### src/rtl/alu_seq.sv
// alu_seq: sequential ALU with valid/ready handshakes and status flags.
// Single-cycle ops register their result on the accept edge. MUL/DIV/REM
// iterate one bit per cycle in CALC, sharing one hi/lo register pair.
module alu_seq #(
   parameter int WIDTH     = 16,
   parameter bit MULDIV_EN = 1'b1
) (
   input  logic             clk,
   input  logic             rst_n,
   input  logic             in_valid,
   output logic             in_ready,
   input  logic [3:0]       opcode,
   input  logic [WIDTH-1:0] src1,
   input  logic [WIDTH-1:0] src2,
   input  logic [WIDTH-1:0] immediate,
   output logic             out_valid,
   input  logic             out_ready,
   output logic [WIDTH-1:0] result,
   output logic             carry_out,
   output logic             overflow,
   output logic             zero,
   output logic             negative,
   output logic             div_zero,
   output logic             illegal,
   output logic             busy
);
   localparam int SW = $clog2(WIDTH);

   typedef enum logic [1:0] {IDLE, CALC, DONE} state_t;
   state_t state;

   // Iterative datapath: hi = partial product high half / remainder,
   // lo = multiplier being consumed / quotient being built, opb = src2.
   logic [WIDTH-1:0] hi, lo, opb;
   logic             is_mul, is_rem;
   logic [SW-1:0]    cnt;

   logic accept;
   assign in_ready = (state == IDLE) || ((state == DONE) && out_ready);
   assign accept   = in_valid && in_ready;

   // Single-cycle result/flags and iterative-op detection from live inputs
   logic [WIDTH:0]   sum_w;
   logic [WIDTH-1:0] dif_w, res_n;
   logic             c_n, v_n, dz_n, il_n, iter_n;
   logic [SW-1:0]    amt;
   assign sum_w = {1'b0, src1} + {1'b0, src2};
   assign dif_w = src1 - src2;
   assign amt   = src2[SW-1:0];

   always_comb begin
      res_n  = '0;
      c_n    = 1'b0;
      v_n    = 1'b0;
      dz_n   = 1'b0;
      il_n   = 1'b0;
      iter_n = 1'b0;
      case (opcode)
         4'h0: begin
            res_n = sum_w[WIDTH-1:0];
            c_n   = sum_w[WIDTH];
            v_n   = (src1[WIDTH-1] == src2[WIDTH-1]) && (sum_w[WIDTH-1] != src1[WIDTH-1]);
         end
         4'h1: begin
            res_n = dif_w;
            c_n   = (src1 < src2);
            v_n   = (src1[WIDTH-1] != src2[WIDTH-1]) && (dif_w[WIDTH-1] != src1[WIDTH-1]);
         end
         4'h2, 4'h3, 4'hC: begin
            if (!MULDIV_EN)                        il_n   = 1'b1;
            else if (opcode != 4'h2 && src2 == '0) dz_n   = 1'b1;
            else                                   iter_n = 1'b1;
         end
         4'h4: res_n = src1 & src2;
         4'h5: res_n = src1 | src2;
         4'h6: res_n = src1 ^ src2;
         4'h7: res_n = ~src1;
         4'h8: res_n = immediate;
         4'h9: res_n = src1 << amt;
         4'hA: res_n = src1 >> amt;
         4'hB: res_n = WIDTH'($signed(src1) >>> amt);
         default: il_n = 1'b1;
      endcase
   end

   // One step of shift-add multiply or restoring divide
   logic [WIDTH:0]   madd, dsh, ddif;
   logic             dge;
   logic [WIDTH-1:0] hi_s, lo_s, res_f;
   assign madd = {1'b0, hi} + (lo[0] ? {1'b0, opb} : '0);
   assign dsh  = {hi, lo[WIDTH-1]};
   assign ddif = dsh - {1'b0, opb};
   assign dge  = (dsh >= {1'b0, opb});

   always_comb begin
      if (is_mul) begin
         hi_s = madd[WIDTH:1];
         lo_s = {madd[0], lo[WIDTH-1:1]};
      end else begin
         hi_s = dge ? ddif[WIDTH-1:0] : dsh[WIDTH-1:0];
         lo_s = {lo[WIDTH-2:0], dge};
      end
      res_f = (!is_mul && is_rem) ? hi_s : lo_s;
   end

   // Control FSM with registered result, flags, out_valid and busy
   always_ff @(posedge clk or negedge rst_n) begin
      if (!rst_n) begin
         state     <= IDLE;
         out_valid <= 1'b0;
         busy      <= 1'b0;
         result    <= '0;
         carry_out <= 1'b0;
         overflow  <= 1'b0;
         zero      <= 1'b0;
         negative  <= 1'b0;
         div_zero  <= 1'b0;
         illegal   <= 1'b0;
         hi        <= '0;
         lo        <= '0;
         opb       <= '0;
         is_mul    <= 1'b0;
         is_rem    <= 1'b0;
         cnt       <= '0;
      end else if (accept) begin
         if (iter_n) begin
            state     <= CALC;
            busy      <= 1'b1;
            out_valid <= 1'b0;
            hi        <= '0;
            lo        <= src1;
            opb       <= src2;
            is_mul    <= (opcode == 4'h2);
            is_rem    <= (opcode == 4'hC);
            cnt       <= '0;
         end else begin
            state     <= DONE;
            out_valid <= 1'b1;
            result    <= res_n;
            carry_out <= c_n;
            overflow  <= v_n;
            zero      <= (res_n == '0);
            negative  <= res_n[WIDTH-1];
            div_zero  <= dz_n;
            illegal   <= il_n;
         end
      end else if (state == CALC) begin
         hi  <= hi_s;
         lo  <= lo_s;
         cnt <= cnt + 1'b1;
         if (cnt == '1) begin
            state     <= DONE;
            busy      <= 1'b0;
            out_valid <= 1'b1;
            result    <= res_f;
            carry_out <= is_mul && (hi_s != '0);
            overflow  <= 1'b0;
            zero      <= (res_f == '0);
            negative  <= res_f[WIDTH-1];
            div_zero  <= 1'b0;
            illegal   <= 1'b0;
         end
      end else if (state == DONE && out_ready) begin
         state     <= IDLE;
         out_valid <= 1'b0;
      end
   end
endmodule

### config.mk
export PLATFORM = sky130hd
export DESIGN_NAME = alu_seq
export DESIGN_NICKNAME = d
export VERILOG_FILES = /design/src/rtl/alu_seq.sv
export SDC_FILE = /design/constraint.sdc
export NUM_CORES = 1
export LEC_CHECK = 0
export CAP_MARGIN = 5
export CORE_MARGIN = 2
export CORE_UTILIZATION = 50
export DETAILED_ROUTE_END_ITERATION = 8
export PLACE_DENSITY_LB_ADDON = 0.12
export SYNTH_ARGS = -nofsm -noshare
export SYNTH_HDL_FRONTEND = slang
export SYNTH_SLANG_ARGS = --single-unit
### constraint.sdc
create_clock -name clk -period 7 [get_ports clk]
set_clock_uncertainty 0.1 [all_clocks]
set_input_delay 1.75 -clock clk [delete_from_list [all_inputs] [get_ports clk]]
set_output_delay 1.75 -clock clk [all_outputs]
set_load 0.05 [all_outputs]
==> results.sh, run 1 <==
export IMPL_fin_crit_sh=0.808
export IMPL_ys_warnings_count=0
export IMPL_via_count=10600
export IMPL_worstMarginPinSlew_ns=1.02
export IMPL_htreeDepth=3
export IMPL_die_area_sq_mm=0.0214
export IMPL_cts_buffers=9
export IMPL_fin_crit_ns=5.66
export IMPL_fmax_mhz=177
export IMPL_ys_seq_elements=78
export IMPL_synth_flop_cell="dfrtp_1"
export IMPL_ios=81
export IMPL_nNetsFinal=1475
export IMPL_cp_data_required_time_ns=7.16
export IMPL_grt_usage=0.362
export IMPL_worstPathArrival_ns=5.82
export IMPL_post_cts_resized=0
export IMPL_start_util=0.514
export IMPL_seq_area_frac_synth=0.193
export IMPL_clockBufferDepth=2
export IMPL_critPathMaxStageDelay_ns=0.70
export IMPL_netlist_instances=1290
export IMPL_post_cts_setup_buffers=0
export IMPL_wl_per_cell_um=24.5
export IMPL_fp_dieW_um=146
export IMPL_slew_headroom=0.318
export IMPL_synthXorXnorAreaFrac=0.0286
export IMPL_place_area_sq_mm=0.0111
export IMPL_path_class="input pin to register"
export IMPL_post_drt_via_cell_ratio=6.66
export IMPL_yosys_area_top_type="dfrtp_1"
export IMPL_peakVddDrop_uv=152
export IMPL_postCtsHoldBufs=0
export IMPL_dieHeight_um=146
export IMPL_cp_end_kind="register"
export IMPL_io_buffers=80
export IMPL_drt_iter0_drc=1331
export IMPL_syn_nets=1440
export IMPL_total_power_mw=3.93
export IMPL_p_per_area_mw_per_mm2=345
export IMPL_num_rows=51
export IMPL_area_delta_synth_final_pct=12.9
export IMPL_setup_viol_count_final=0
export IMPL_finalWirelength_um=39000
export IMPL_synth_area_mux_share=0.102
export IMPL_antenna_found_initial=0
export IMPL_avgSynthCellArea_sq_um=7.83
export IMPL_grt_overflow_total=0
export IMPL_synth_compound_area_frac=0.283
export IMPL_grt_first_pass_wirelength_um=60300
export IMPL_cts_sinks=78
export IMPL_synthTopCellsByArea="dfrtp_1 (19%), ha_1 (11%), nand2_1 (4.9%), o21ai_0 (4.6%), nor2_1 (4.5%)"
export IMPL_crit_slowest_cell="clkdlybuf4s50_1"
export IMPL_status="finished clean"
export IMPL_drive_above_1_share=0.0767
export IMPL_cts_root_buf="clkbuf_16"
export IMPL_synth_top_area_frac=0.193
export IMPL_hp_class="register to register"
export IMPL_async_reset_ff_frac=1.00
export IMPL_setup_tns_ns=0
export IMPL_fin_util=0.580
export IMPL_synth_cell_types=89
export IMPL_ant_nets=0
export IMPL_cts_tree="yes"
export IMPL_synth_top_family_by_area="compound AO/OA/AOI/OAI gates"
export IMPL_drv_cap=0
export IMPL_cp_max_fo=7
export IMPL_slew_viol_final=0
export IMPL_final_hold_viol_count=0
export IMPL_coreArea_sq_mm=0.0197
export IMPL_clkTransAtPathRegs_ns=0.06
export IMPL_stdcell_area_sq_mm=0.0114
export IMPL_rsz0062_at_grt="false"
export IMPL_drc=0
export IMPL_drt_pass1_iterations=5
export IMPL_cpLargestDelayFamily="compound AO/OA/AOI/OAI gates"
export IMPL_synth_fa_ha_area_frac=0.119
export IMPL_antenna_cells=0
export IMPL_synth_edff_count=0
export IMPL_dp_hpwl_um=30000
export IMPL_worstPathCellList="clkdlybuf4s50_1, inv_1, ha_1, fa_1, o21ba_1, o311a_1, o21bai_1, o31ai_1, a221o_1, a21oi_1, and4_1, nand4_1, nor3_1, nand4b_1, o31ai_2"
export IMPL_synth_area_sq_mm=0.0101
export IMPL_grt_max_degree=79
export IMPL_cp_start_kind="input pin"
export IMPL_cp_num_buf_inv=2
export IMPL_first_global_vias=10100
export IMPL_synthSimpleGateAreaFrac=0.204
export IMPL_insertion_delay_ns=0.35
export IMPL_gp_congestion=1.03
export IMPL_leakage_nw=4.77
-- tightest hold or removal path: stages (launching register included) --
cell	delay, ns
dfrtp_1	0.34
nand2_1	0.05
o31ai_1	0.06
-- report_power, final --
part           internal (mW)  switching (mW)
Combinational          0.963            1.59
Sequential             0.634           0.192
Clock                  0.357           0.198
-- cells in the final DEF, fill, tap and decap left out, types with 8 or more instances in the layout --
master           instances
nand2_1                132
nor2_1                 119
o21ai_0                 92
ha_1                    90
a21oi_1                 89
dfrtp_1                 78
clkdlybuf4s50_1         77
inv_1                   72
mux2i_1                 41
nor3_1                  39
nand3_1                 32
buf_4                   32
and2_1                  23
xnor2_1                 21
o211ai_1                19
a221oi_1                18
nand2b_1                17
a211oi_1                17
o221ai_1                16
a22oi_1                 14
nor4_1                  13
nor2b_1                 12
o22ai_1                 12
xor2_1                  12
mux4_2                  12
a31oi_1                 10
a21o_1                  10
mux4_1                  10
o21a_1                  10
o31ai_1                 10
a221o_1                 10
o21ai_1                  9
a22o_1                   9
o21bai_1                 9
clkbuf_16                9
or2_2                    8
nand4_1                  8
mux2_2                   8
-- Yosys cell counts (all sizes together) (13+ instances only) --
| cell type | n |
|---|---|
| a211oi | 20 |
| a21oi | 90 |
| nand2b | 17 |
| nor2 | 121 |
| dfrtp | 78 |
| o221ai | 16 |
| nand2 | 133 |
| nor4 | 14 |
| mux4 | 22 |
| mux2i | 41 |
| o211ai | 20 |
| buf | 43 |
| nor3 | 39 |
| a221oi | 18 |
| nor2b | 13 |
| ha | 90 |
| o21ai | 102 |
| and2 | 23 |
| nand3 | 32 |
| a22oi | 14 |
| clkbuf | 45 |
| xnor2 | 21 |
| inv | 72 |
-- path summary, 6_finish.rpt --
kind	start	to	slack [ns]	cells past startpoint
max in group asynchronous	rst_n	lo[14]	4.66	1
max reg2reg	lo[0]	carry_out	2.51	15
min in group asynchronous	rst_n	hi[12]	1.47	1
min	illegal	illegal	0.39	2
min reg2reg	illegal	illegal	0.39	2
max	src1[0]	zero	1.34	15
-- kinds of logic after synthesis --
kind of cell | Yosys count
compound gates | 417
mux | 71
buf+inv | 161
fa+ha+maj | 94
flops | 78
xor+xnor | 33
simple gates | 436
-- final cells by class --
type	instances	area (sq um)
Clock inverter	5	106
Sequential cell	78	1950
Timing Repair Buffer	112	1040
Tap cell	265	332
Multi-Input combinational cell	1051	7460
Fill cell	1898	8250
Inverter	73	274
Clock buffer	10	239
-- layer usage --
metal	up-vias	global-route usage	wire [um]	part of all wire
li1	4852	-	-	-
met1	4949	0.457	15100	0.39
met2	657	0.588	17800	0.46
met3	162	0.0525	3210	0.082
met4	0	0.217	2880	0.074
met5	-	0	0	0
-- per-stage QoR --
step	instances	setup WS (ns)	hold slack, ns
floorplan	1290	1.93	0.368
global placement	1579	1.12	0.367
detailed placement	1579	1.03	0.379
CTS	1594	1.39	0.393
global route	1594	1.11	0.434
finish	1594	1.34	0.386
-- state kept, by name, summed over array words and instances (netlist names), 4 cells and up --
| signal | flops |
|---|---|
| lo | 16 |
| result | 16 |
| hi | 16 |
| opb | 16 |
| cnt | 4 |
No activity file was read; power rests on OpenSTA's default activity.
==> inputs of run 2 (changes only) <==
==> constraint.sdc (replaced) <==
create_clock -name clk -period 5 [get_ports clk]
set_clock_uncertainty 0.1 [all_clocks]
set_input_delay 1.25 -clock clk [delete_from_list [all_inputs] [get_ports clk]]
set_output_delay 1.25 -clock clk [all_outputs]
set_load 0.05 [all_outputs]
==> results.sh, run 2 (synthesized netlist as in run 1, its figures left out) <==
export IMPL_grt_max_degree=50
export IMPL_finalWirelength_um=40200
export IMPL_rr_startpoint="lo[0]"
export IMPL_total_power_mw=5.51
export IMPL_cts_root_buf="clkbuf_16"
export IMPL_pwr_share_clk=0.134
export IMPL_cp_data_required_time_ns=5.16
export IMPL_regArea_sq_mm=0.00195
export IMPL_worstMarginPinSlew_ns=1.14
export IMPL_first_global_vias=10500
export IMPL_final_common_cell="nand2_1"
export IMPL_ios=81
export IMPL_fp_dieW_um=146
export IMPL_via_count=10900
export IMPL_multi_input_area_sq_mm=0.00747
export IMPL_clockBufferDepth=2
export IMPL_drt_iter0_drc=1095
export IMPL_combPwrFrac=0.656
export IMPL_die_area_sq_mm=0.0214
export IMPL_setup_tns_ns=0
export IMPL_cp_start_kind="input pin"
export IMPL_seq_power_share=0.210
export IMPL_p_sw_mw=2.77
export IMPL_cts_sinks=78
export IMPL_p_per_area_mw_per_mm2=467
export IMPL_crit_slowest_cell="clkdlybuf4s50_1"
export IMPL_grt_usage=0.376
export IMPL_final_cell_mix="nand2_1 (132), nor2_1 (119), o21ai_0 (92)"
export IMPL_fillCellCount=1862
export IMPL_coreArea_sq_mm=0.0197
export IMPL_drive_above_1_share=0.111
export IMPL_post_drt_via_cell_ratio=6.62
export IMPL_slew_viol_final=0
export IMPL_grt_overflow_total=0
export IMPL_hp_class="register to register"
export IMPL_area_delta_synth_final_pct=16.6
export IMPL_ant_nets=0
export IMPL_start_util=0.514
export IMPL_antenna_cells=0
export IMPL_drt_pass1_iterations=5
export IMPL_cp_end_kind="register"
export IMPL_insertion_delay_ns=0.35
export IMPL_cpLargestDelayFamily="compound AO/OA/AOI/OAI gates"
export IMPL_startpoint="src1[0]"
export IMPL_fin_util=0.599
export IMPL_fmax_mhz=213
export IMPL_cp_max_fo=2
export IMPL_clkTransAtPathRegs_ns=0.06
export IMPL_status="finished clean"
export IMPL_worstPathArrival_ns=4.85
export IMPL_internal_power_mw=2.74
export IMPL_io_buffers=80
export IMPL_crit_path_frequent_cell="o31ai_2"
export IMPL_num_rows=51
export IMPL_dp_hpwl_um=31400
export IMPL_cp_num_buf_inv=2
export IMPL_dieHeight_um=146
export IMPL_fin_crit_sh=0.938
export IMPL_wl_per_cell_um=24.4
export IMPL_final_hold_viol_count=0
export IMPL_cts_buffers=9
export IMPL_peakVddDrop_uv=224
export IMPL_cts_tree="yes"
export IMPL_antenna_found_initial=0
export IMPL_min_delay_start="busy"
export IMPL_nNetsFinal=1527
export IMPL_power_switching_share=0.502
export IMPL_slew_headroom=0.240
export IMPL_grt_first_pass_wirelength_um=62200
export IMPL_path_class="input pin to register"
export IMPL_setup_viol_count_final=0
export IMPL_leakage_nw=5.00
export IMPL_drv_cap=0
export IMPL_critPathMaxStageDelay_ns=0.48
export IMPL_drc=0
export IMPL_rsz0062_at_grt="false"
export IMPL_post_cts_setup_buffers=0
export IMPL_fin_crit_ns=4.69
export IMPL_gp_congestion=1.01
export IMPL_worstPathCellList="clkdlybuf4s50_1, inv_1, ha_1, fa_1, o21ba_1, o311a_1, o31ai_2, nand2_1, a211oi_2, o31ai_1, a2111oi_1, o21ai_1, nor3_1, nand4b_1, o31ai_2"
export IMPL_htreeDepth=3
==> run 2: cell types whose count changed in the layout (fill, tap and decap cells not counted), sizes merged <==
| cell | before | now |
|---|---|---|
| inv | 73 | 72 |
| clkbuf | 10 | 12 |
| buf | 35 | 87 |
| bufinv | 3 | 2 |
==> run 2: final cells by class <==
type,instances,share of cell area
Multi-Input combinational cell,1051,0.634
Clock inverter,3,0.00574
Sequential cell,78,0.166
Inverter,73,0.0233
Timing Repair Buffer,164,0.122
Clock buffer,12,0.0218
Tap cell,265,0.0281
==> run 2: power by group through the flow <==
stage          clock, mW  sequential (mW)  combinational (mW)
6_report           0.736             1.16                3.61
5_1_grt            0.760             1.19                3.92
4_1_cts            0.735             1.15                3.56
3_5_place_dp           0             1.16                3.53
3_3_place_gp           0             1.16                3.51
2_1_floorplan          0             1.30                2.35
==> run 2: worst paths after layout <==
| path | slack (ns) | depth (start not counted) | to |
|---|---|---|---|
| worst max-delay path | 0.31 | 15 | zero |
| worst min-delay path | 0.38 | 2 | busy |
| worst max register to register | 0.53 | 15 | carry_out |
| worst min register to register | 0.38 | 2 | busy |
| max in group asynchronous | 3.07 | 2 | lo[9] |
| min in group asynchronous | 0.75 | 1 | opb[9] |
==> run 2: stage by stage <==
stage	hold slack, ns	instance area, sq um	cells	setup WS [ns]
3_3_place_gp	0.365	11500	1631	0.0950
5_1_grt	0.423	11800	1646	0.0427
2_1_floorplan	0.368	10100	1290	0.431
4_1_cts	0.382	11800	1646	0.354
6_report	0.383	11800	1646	0.312
3_5_place_dp	0.367	11500	1631	0.0138
==> run 2: worst min-delay path, delay by kind of cell, from the launching register on <==
kind             cells  cell delay [ns]
AND/OR/NAND/NOR      2             0.11
flip-flops           1             0.34
==> run 2: routing by layer <==
metal  vias to the layer above  wire length (um)  global-route usage
met2                       573             18500               0.614
met5                         -                 0                   0
met3                       137              2700              0.0522
li1                       4976                 -                   -
met1                      5205             15800               0.464
met4                         0              3080               0.247
==> run 2: what timing repair did <==
item                       CTS  global route
setup endpoints to repair    0             1
resized for setup            0             1
hold buffers                 0             0
